### config.mk
export PLATFORM = sky130hd
export DESIGN_NAME = psum_acc_seq
export DESIGN_NICKNAME = d
export VERILOG_FILES = /design/src/rtl/psum_acc_seq.sv
export SDC_FILE = /design/constraint.sdc
export NUM_CORES = 1
export LEC_CHECK = 0
export BUFFER_PORTS_ARGS = -buffer_cell sky130_fd_sc_hd__buf_4
export CORE_MARGIN = 2
export CORE_UTILIZATION = 48
export CTS_CLUSTER_SIZE = 20
export DETAILED_ROUTE_END_ITERATION = 12
export HOLD_SLACK_MARGIN = 0.08
export MAX_ROUTING_LAYER = met4
export PLACE_DENSITY = 0.78
export SLEW_MARGIN = 20
export SYNTH_ARGS = -nofsm -noshare
export SYNTH_HDL_FRONTEND = slang
export SYNTH_SLANG_ARGS = --single-unit
### constraint.sdc
create_clock -name clk -period 4.77 [get_ports clk]
set_input_delay 0.954 -clock clk [delete_from_list [all_inputs] [get_ports clk]]
set_output_delay 0.954 -clock clk [all_outputs]
set_load 0.005 [all_outputs]
### src/rtl/psum_acc_seq.sv
// Partial-sum accumulator: pops OFIFO rows, maps each input row nij to an output pixel
// onij for the current kernel offset kij, and read-modify-writes the PSUM SRAM.
module psum_acc_seq #(
    parameter int col     = 8,
    parameter int psum_bw = 16,
    parameter int len_nij = 36,
    parameter int addr_w  = 11
) (
    input  logic                     clk,
    input  logic                     reset,
    input  logic                     start,
    input  logic [3:0]               kij,
    input  logic                     relu_en,
    input  logic                     ofifo_valid,
    input  logic [col*psum_bw-1:0]   ofifo_dout,
    output logic                     ofifo_rd,
    output logic                     pmem_cen,
    output logic                     pmem_wen,
    output logic [addr_w-1:0]        pmem_a,
    output logic [col*psum_bw-1:0]   pmem_d,
    input  logic [col*psum_bw-1:0]   pmem_q,
    output logic                     busy,
    output logic                     done,
    output logic                     err
);

    localparam int row_w  = col * psum_bw;
    localparam int nij_w  = $clog2(len_nij);
    localparam int in_dim = 6;
    localparam int k_dim  = 3;

    typedef enum logic [2:0] {IDLE, WAIT, CAPT, RD, WR} state_t;

    state_t              state, next_state;
    logic [nij_w-1:0]    nij;
    logic [3:0]          kij_r;
    logic                relu_r;
    logic [row_w-1:0]    row_r;

    logic [2:0]          nx, ny;
    logic [1:0]          kx, ky;
    logic signed [3:0]   ox, oy;
    logic                row_valid;
    logic                last_row;
    logic [addr_w-1:0]   onij;

    logic                accept, reject;
    logic                nij_inc, retire_last;
    logic [row_w-1:0]    result;
    logic [psum_bw-1:0]  lane_acc, lane_sum;

    assign accept = (state == IDLE) && start && (kij <= 4'd8);
    assign reject = (state == IDLE) && start && (kij > 4'd8);
    assign busy   = (state != IDLE);

    // Output-pixel coordinates; a row maps to a valid pixel only when both offsets land in 0..3.
    assign nx        = 3'(nij % in_dim);
    assign ny        = 3'(nij / in_dim);
    assign kx        = 2'(kij_r % k_dim);
    assign ky        = 2'(kij_r / k_dim);
    assign ox        = $signed({1'b0, nx}) - $signed({2'b00, kx});
    assign oy        = $signed({1'b0, ny}) - $signed({2'b00, ky});
    assign row_valid = !ox[3] && !ox[2] && !oy[3] && !oy[2];
    assign onij      = addr_w'({oy[1:0], ox[1:0]});
    assign last_row  = (nij == nij_w'(len_nij - 1));

    always_comb begin
        result   = '0;
        lane_acc = '0;
        lane_sum = '0;
        for (int c = 0; c < col; c++) begin
            lane_acc = (kij_r == 4'd0) ? '0 : pmem_q[c*psum_bw +: psum_bw];
            lane_sum = lane_acc + row_r[c*psum_bw +: psum_bw];
            if (relu_r && (kij_r == 4'd8) && lane_sum[psum_bw-1])
                lane_sum = '0;
            result[c*psum_bw +: psum_bw] = lane_sum;
        end
    end

    always_comb begin
        // NOTE: every output gets a default before the case so no path can infer a latch.
        next_state  = state;
        ofifo_rd    = 1'b0;
        pmem_cen    = 1'b1;
        pmem_wen    = 1'b1;
        pmem_a      = '0;
        pmem_d      = '0;
        nij_inc     = 1'b0;
        retire_last = 1'b0;
        case (state)
            IDLE: begin
                if (accept)
                    next_state = WAIT;
            end
            WAIT: begin
                if (ofifo_valid) begin
                    ofifo_rd   = 1'b1;
                    next_state = CAPT;
                end
            end
            CAPT: begin
                if (!row_valid) begin
                    nij_inc     = 1'b1;
                    retire_last = last_row;
                    next_state  = last_row ? IDLE : WAIT;
                end else if (kij_r == 4'd0) begin
                    next_state = WR;
                end else begin
                    next_state = RD;
                end
            end
            RD: begin
                pmem_cen   = 1'b0;
                pmem_a     = onij;
                next_state = WR;
            end
            WR: begin
                pmem_cen    = 1'b0;
                pmem_wen    = 1'b0;
                pmem_a      = onij;
                pmem_d      = result;
                nij_inc     = 1'b1;
                retire_last = last_row;
                next_state  = last_row ? IDLE : WAIT;
            end
            default: next_state = IDLE;
        endcase
    end

    // NOTE: non-blocking assignments keep every register sampling pre-edge values.
    always_ff @(posedge clk or posedge reset) begin
        if (reset) begin
            state  <= IDLE;
            nij    <= '0;
            kij_r  <= '0;
            relu_r <= 1'b0;
            row_r  <= '0;
            done   <= 1'b0;
            err    <= 1'b0;
        end else begin
            state <= next_state;
            done  <= retire_last;
            err   <= reject;
            if (accept) begin
                kij_r  <= kij;
                relu_r <= relu_en;
                nij    <= '0;
            end else if (nij_inc) begin
                nij <= nij + 1'b1;
            end
            if (state == CAPT)
                row_r <= ofifo_dout;
        end
    end

endmodule

After elaboration in Yosys (flattened, before gate mapping)
Index checks and enable logic that the tools add are counted.

operators by class
  add/sub/neg operators = 11
  div/mod/pow operators = 4
  order comparisons = 2
  equality and inequality tests = 8
  muxes and demuxes = 34
  reduce and logical (&&, ||, !) cells = 25

operator list
  kind                  count
  $mux 16               16
  $add 16x16->16        8
  $mux 128              1
  $div 4x2->32 const B  1
  $div 6x3->32 const B  1
  $mod 4x2->32 const B  1
  $mod 6x3->32 const B  1
  $logic_and 1x1->1     15
  $pmux 3 s5            1
  $mux 3                4
  $mux 6                2
  $sub 3x2->4           2
  $mux 1                7
  $add 6x1->6 const B   1
  $eq 3x2->1 const B    2
  $eq 6x6->1 const B    1
  $eq 4x4->1 const B    1
  $gt 4x4->1 const B    1
  $le 4x4->1 const B    1
  $logic_not 1->1       4
  $logic_not 4->1       1
  $mux 4                1
  $ne 2x2->1 const B    2
  $pmux 1 s2            2
  other kinds (7)       7

word-level totals
  bits in registers = 144
  input port bits = 265
  output and inout port bits = 145
  word-level logic and storage cells = 91

Longest topological paths before layout
Gate-level depths: netlist of run 1.

  depth after elaboration = 10
  mapped depth = 20

Worst setup path before layout of run 1
OpenSTA, ideal clock, no wires.

  path kind = reg2out
  start point = reg kij_r[0]
  end point = out pmem_d[124]
  arrival time = 3699 ps
  setup slack = 117 ps
  cell stages (with the launch flop) = 16
  buffers on the path = 3
  path through = dfrtp_1 > or4_4 > buf_6 > clkbuf_1 > clkbuf_1 > and2_1 > ha_1 > fa_1 > a21o_1 > a21o_1 > a2111oi_0 > o31ai_1 > a21oi_1 > o21bai_1 > xor2_1 > nor2b_1

between the ends
  word-level cells in the longest chain between the ends = 6
  elaborated cells between the ends (all ways) = 8
  classes of those cells = add/sub (1); eq/ne (1); mux (3); reduce/logical (3)

ends and longest elaborated chain
  what                    RTL line  source
  from (decl)             36        logic [3:0] kij_r;
  from (signal assigned)  145       kij_r <= kij;
  $logic_not 4->1         72        lane_acc = (kij_r == 4'd0) ? '0 : pmem_q[c*psum_bw +: psum_bw];
  $mux 16                 72
  $add 16x16->16          73        lane_sum = lane_acc + row_r[c*psum_bw +: psum_bw];
  $logic_and 1x1->1       74        if (relu_r && (kij_r == 4'd8) && lane_sum[psum_bw-1])
  $mux 16 *               74
  $mux 128 *              90        case (state)
  to (decl)               20        output logic [col*psum_bw-1:0] pmem_d,

Mark *: on every way between the ends. The rest lies on a longest branch, timed or not.

Worst setup path after layout of run 1
  start point = reg kij_r[0]
  end point = out pmem_d[62]

The elaborated chain is that of the path after synthesis.

==> results of run 1 <==
-- kinds of logic after synthesis --
logic type               after synthesis  share of synthesized area
AND/OR/NAND/NOR                      518                      0.199
multiplexers                         134                      0.112
AO/OA/AOI/OAI                        365                      0.187
other                                  1                   0.000279
buffers and inverters                113                     0.0375
XOR/XNOR                              87                     0.0584
flip-flops                           144                      0.268
adder cells (fa/ha/maj)              142                      0.138
-- critical path, cell delays in order (launching register included) --
cell	delay (ns)
dfrtp_1	0.40
or4_4	0.62
buf_6	0.18
clkbuf_16	0.16
and2_4	0.16
ha_4	0.16
fa_2	0.37
a21o_1	0.20
a21oi_2	0.20
nand2b_4	0.18
a31oi_4	0.09
a211o_1	0.31
a21oi_2	0.21
o211ai_1	0.14
a31oi_2	0.19
buf_4	0.14
-- metrics by stage --
stage           util  total power, mW  TNS, ns  instances  area [um2]
2_1_floorplan      -             8.37        0       1510       13500
3_3_place_gp   0.617             10.4    -2.16       2284       17100
3_5_place_dp   0.617             10.7    -3.23       2284       17100
4_1_cts        0.666             12.8   -12.01       2336       18500
5_1_grt        0.736             16.1   -31.85       2394       20400
6_report       0.737             15.2   -18.16       2396       20400
-- layout by cell type (no fill, tap or decap), drive strengths merged, types with 6 or more instances in the layout --
cell / instances
o21ai: 72
o31ai: 9
conb: 7
clkinv: 9
a21oi: 101
xor2: 43
nand2b: 17
a31oi: 19
nor2: 184
nor3: 35
inv: 57
a2111oi: 11
nand2: 58
xnor2: 44
o21a: 36
clkbuf: 23
ha: 132
fa: 10
a21o: 32
or4b: 7
dfrtp: 144
buf: 522
nor3b: 6
and3: 19
o21bai: 7
and2: 122
nand3: 14
or3: 7
nor2b: 24
a21boi: 7
o31a: 9
mux2: 129
o211ai: 19
a211oi: 17
-- state kept, by name, indices dropped and copies added (netlist names) --
register  count
row_r       128
nij           6
kij_r         4
state         3
done          1
err           1
relu_r        1
-- layer usage --
metal	part of all wire	global-route usage
met1	0.37	0.334
met2	0.48	0.485
met3	0.080	0.0704
met4	0.064	0.164
met5	0	-
-- power groups by stage --
stage          Sequential (mW)  Clock, mW  Combinational, mW
2_1_floorplan             2.14          0               6.23
3_3_place_gp              2.28          0               8.15
3_5_place_dp              2.31          0               8.35
4_1_cts                   2.33       1.33               9.15
5_1_grt                   2.52       1.37               12.3
6_report                  2.46       1.31               11.4
-- final cells by class --
| cell class | instances | area, um2 | area share |
|---|---|---|---|
| clock inverters | 13 | 118 | 0.00576 |
| repair buffers | 527 | 4290 | 0.210 |
| inverters | 57 | 218 | 0.0107 |
| clock buffers | 18 | 429 | 0.0210 |
| diodes | 3 | 7.51 | 0.000368 |
| multi-input cells | 1256 | 11300 | 0.552 |
| flip-flops and latches | 144 | 3600 | 0.177 |
| well taps | 378 | 473 | 0.0232 |
-- path summary, 6_finish.rpt --
check / endpoint / cells past startpoint
max: pmem_d[62] / 15
max reg2reg: nij[1] / 15
min in group asynchronous: row_r[16] / 3
max in group asynchronous: row_r[92] / 3
min reg2reg: row_r[91] / 1
min: row_r[91] / 1
-- what timing repair did --
action | 4_1_cts | 5_1_grt
pin swaps | 44 | 139
setup endpoints to repair | 122 | 122
gates resized for setup | 120 | 282
setup buffers | 18 | 57
gates cloned | 3 | 8
==> flow_summary.ini, run 1 <==
[setup_path]
cp-end-kind = output pin
path_class = reg -> out
r2r-start = nij[4]
cp.required_ns = 3.82
critPathLaunchType = flip-flop
cp_max_fo = 5
cp-startpoint = kij_r[0]
cp.arrival_ns = 4.16
rrSetupSlack_ns = 0.69

[pwr]
pwr-share-comb = 0.751
swShare = 0.465
p_int_mw = 8.11
leakagePower_nw = 9.11
p_switching_mw = 7.05
vdd_ir_drop_max_mv = 0.409
seqPwrFrac = 0.162
power_density_nw_per_um2 = 743
p_clk_frac = 0.087

[yosys]
ys_seq_area_frac = 0.268
synth_cell_type_count = 79
syn_area_um2 = 13400
synth-async-reset-ratio = 1.00
synth_top_area_share = 0.268
synth_flop_cell = dfrtp_1
synthTopCellsByCount = 184 x nor2_1, 144 x dfrtp_1, 132 x ha_1, 129 x mux2_2, 122 x and2_1
synth_top_area_cell = dfrtp_1
yosys-top-cells-area = dfrtp_1 27%, ha_1 12%, mux2_2 11%
synthCells = 1504
yosys_warnings = 0
ys_seq_elements = 144
synth-edff-count = 0
syn_area_per_cell_um2 = 8.93
yosysMostFrequentCell = nor2_1

[sta]
maxSlewViolCount = 0
period_share = 1.07
rsz0062_at_grt = yes
finalSetupViolations = 117
timing.fmax_mhz = 196
hold_viol_final = 0
worst_slack_ns = -0.345
worst_slew_pin_slew_ns = 0.963
max_slew_margin = 0.358
whs_ns = 0.514
fin_skew_ns = 0.0186
finalCriticalPeriod_ns = 5.11

[detailed_routing]
ant_nets = 0
avgViaCountPerCell = 5.88
drc = 0
drt-total-wl_um = 50100
drtIter0Drc = 981
via_count = 14077
wire_per_inst_um = 20.9
first_pass_iters = 5

[outcome]
violations = setup timing
status = complete, but fails checks

[clock_tree]
cts_buffers = 17
root_buffer = clkbuf_16
cts.sinks = 144
clk_latency_ns = 0.44
clock_path_buffers = 2
cts_max_level = 4
clk_pin_slew_ns = 0.08
cts_tree = done
cts-hold-fix-buffers = 0

[finish]
nNetsFinal = 2410
drive_gt1_frac = 0.502
fillers = 1903
area_growth_pct = 51.9

[global_route]
grt_pass1_wl_um = 66400
grt_antenna_before_repair = 1
grt_pass1_vias = 13163
grt_use_total = 0.296
grt_max_degree = 145
grt_overflow = 0

[die]
core_area_um2 = 27700
die-area_um2 = 29300
die_w_um = 171
die_y_um = 171
fp-row-count = 61
pin_count = 410
start_util = 0.485

[hold_path]
min_from = row_r[91]
worstHoldPathType = reg -> reg

[job]
maxCapViolCount = 0

[place]
preCtsSetupSlack_ns = -0.301
io_buffers = 402
dp_hpwl_um = 32100
gp_congestion = 0.963
Note: power is estimated with default switching activity, not from simulation.
==> inputs of run 2 (changes only) <==
- BUFFER_PORTS_ARGS: -buffer_cell sky130_fd_sc_hd__buf_4 -> unset
- CORE_UTILIZATION: 48 -> 55
- DONT_BUFFER_PORTS: unset -> 1
- PLACE_DENSITY: 0.78 -> 0.73
==> run 2 against run 1 <==
The flow still finishes with violations (setup timing). Core utilization rose by 2.0 points. Clock skew fell by 0.0067 ns. Sequential share of layout area is 2.0 points higher. Die area shrank 12%. Via count shrank 9.7%. Highest routed layer unchanged.
==> flow_summary.ini, run 2 (synthesis results as in run 1) <==
[outcome]
status = complete, but fails checks
violations = setup timing

[clock_tree]
clock_path_buffers = 2
clk_latency_ns = 0.42
root_buffer = clkbuf_16
cts_buffers = 17
clk_pin_slew_ns = 0.07
cts_tree = done
cts_max_level = 4
cts.sinks = 144

[die]
fp-row-count = 57
die_y_um = 160
start_util = 0.556
core_area_um2 = 24200
die-area_um2 = 25700
pin_count = 410
die_w_um = 160

[setup_path]
r2r_end = nij[1]
critPathLaunchType = flip-flop
cp-startpoint = kij_r[0]
rrSetupSlack_ns = 0.59
cp_max_fo = 7
path_buf_inv = 3
slowest_delay_ns = 0.58
path_class = reg -> out
cp.arrival_ns = 4.06
r2r-start = nij[4]
cp-end-kind = output pin
critPathTopFamily = simple AND/OR/NAND/NOR gates
reg2reg_depth = 15
slowest_stage = or4_4
cp.required_ns = 3.82
crit_chain = or4_4, buf_12, buf_12, buf_6, and2_4, ha_4, fa_2, a21o_1, a21o_1, nand2_2, a21oi_4, a21boi_2, a22oi_2, or4_4, a31oi_4

[global_route]
grt_overflow = 0
grt_use_total = 0.323
grt_antenna_before_repair = 27
grt_max_degree = 56
grt_pass1_vias = 11799
grt_pass1_wl_um = 63700

[detailed_routing]
ant_nets = 0
drtIter0Drc = 843
avgViaCountPerCell = 6.34
drt-total-wl_um = 47600
first_pass_iters = 5
wire_per_inst_um = 23.8
drc = 0
via_count = 12711

[sta]
worst_slack_ns = -0.240
finalSetupViolations = 96
rsz0062_at_grt = yes
worst_slew_pin_slew_ns = 0.786
timing.fmax_mhz = 200
fin_skew_ns = 0.0120
max_slew_margin = 0.470
finalSetupTns_ns = -8.46
maxSlewViolCount = 0
hold_viol_final = 0
period_share = 1.05
finalCriticalPeriod_ns = 5.01

[pwr]
power_density_nw_per_um2 = 861
p_total_mw = 15.8
leakagePower_nw = 7.42
vdd_ir_drop_max_mv = 0.503

[finish]
nNetsFinal = 2046
final_cell_mix = 144 x dfrtp_1, 129 x mux2_2, 116 x nor2_1, 116 x buf_4, 76 x and2_1
final_common_cell = dfrtp_1
drive_gt1_frac = 0.427
regMostFlops = row_r
largest_reg_flops = 128
area_growth_pct = 36.2
reg_top3 = row_r x128, nij x6, kij_r x4

[job]
maxCapViolCount = 0

[place]
io_buffers = 0
dp_hpwl_um = 30300
gp_congestion = 0.932

[hold_path]
worstHoldPathType = in -> async
[run 2: worst max path at each step]
stage / endpoint / slack, ns / depth (start not counted)
finish: pmem_d[78] / -0.24 / 15
global route: pmem_d[16] / -0.34 / 15
CTS: pmem_d[10] / -0.23 / 13
detailed placement: pmem_d[58] / 0.004 / 14
global placement: pmem_d[124] / 0.04 / 14
floorplan: pmem_d[124] / 0.12 / 15
[run 2: metrics by stage]
step / utilization / setup slack (ns) / hold WS, ns / cell area (um2) / std cells
after CTS: 0.665 / -0.235 / 0.506 / 16100 / 1908
after floorplan: - / 0.117 / 0.461 / 13500 / 1510
final: 0.757 / -0.240 / 0.388 / 18300 / 2005
after global placement: 0.576 / 0.0414 / 0.489 / 13900 / 1817
after global routing: 0.756 / -0.337 / 0.380 / 18300 / 2003
after detailed placement: 0.576 / 0.00399 / 0.492 / 13900 / 1817
[run 2: timing repair]
| item | CTS | global route |
|---|---|---|
| pin swaps | 73 | 185 |
| hold buffers | 0 | 0 |
| gates cloned | 5 | 5 |
| endpoints found under the setup margin | 116 | 122 |
| resized for setup | 202 | 338 |
| buffers inserted | 54 | 68 |
[run 2: layout make-up]
type	count	area, um2
antenna	29	72.6
clock buffer	19	443
clock inverter	13	173
fill	1513	5880
inverter	57	218
multi-input combinational	1256	11800
sequential	144	3600
tap	324	405
timing repair buffer	163	1560
[run 2: report_power, final]
part / leakage, nW / internal (mW) / switching (mW)
registers: 1.73 / 1.83 / 0.612
logic: 5.40 / 5.61 / 6.26
clock network: 0.294 / 0.850 / 0.592
total: 7.42 / 8.29 / 7.46
[run 2: routing by layer]
metal / vias up / GRT usage / wire [um]
met3: 179 / 0.0821 / 3520
li1: 5674 / - / -
met1: 6192 / 0.357 / 17500
met2: 666 / 0.555 / 24000
met4: 0 / 0.134 / 2550
met5: - / - / 0
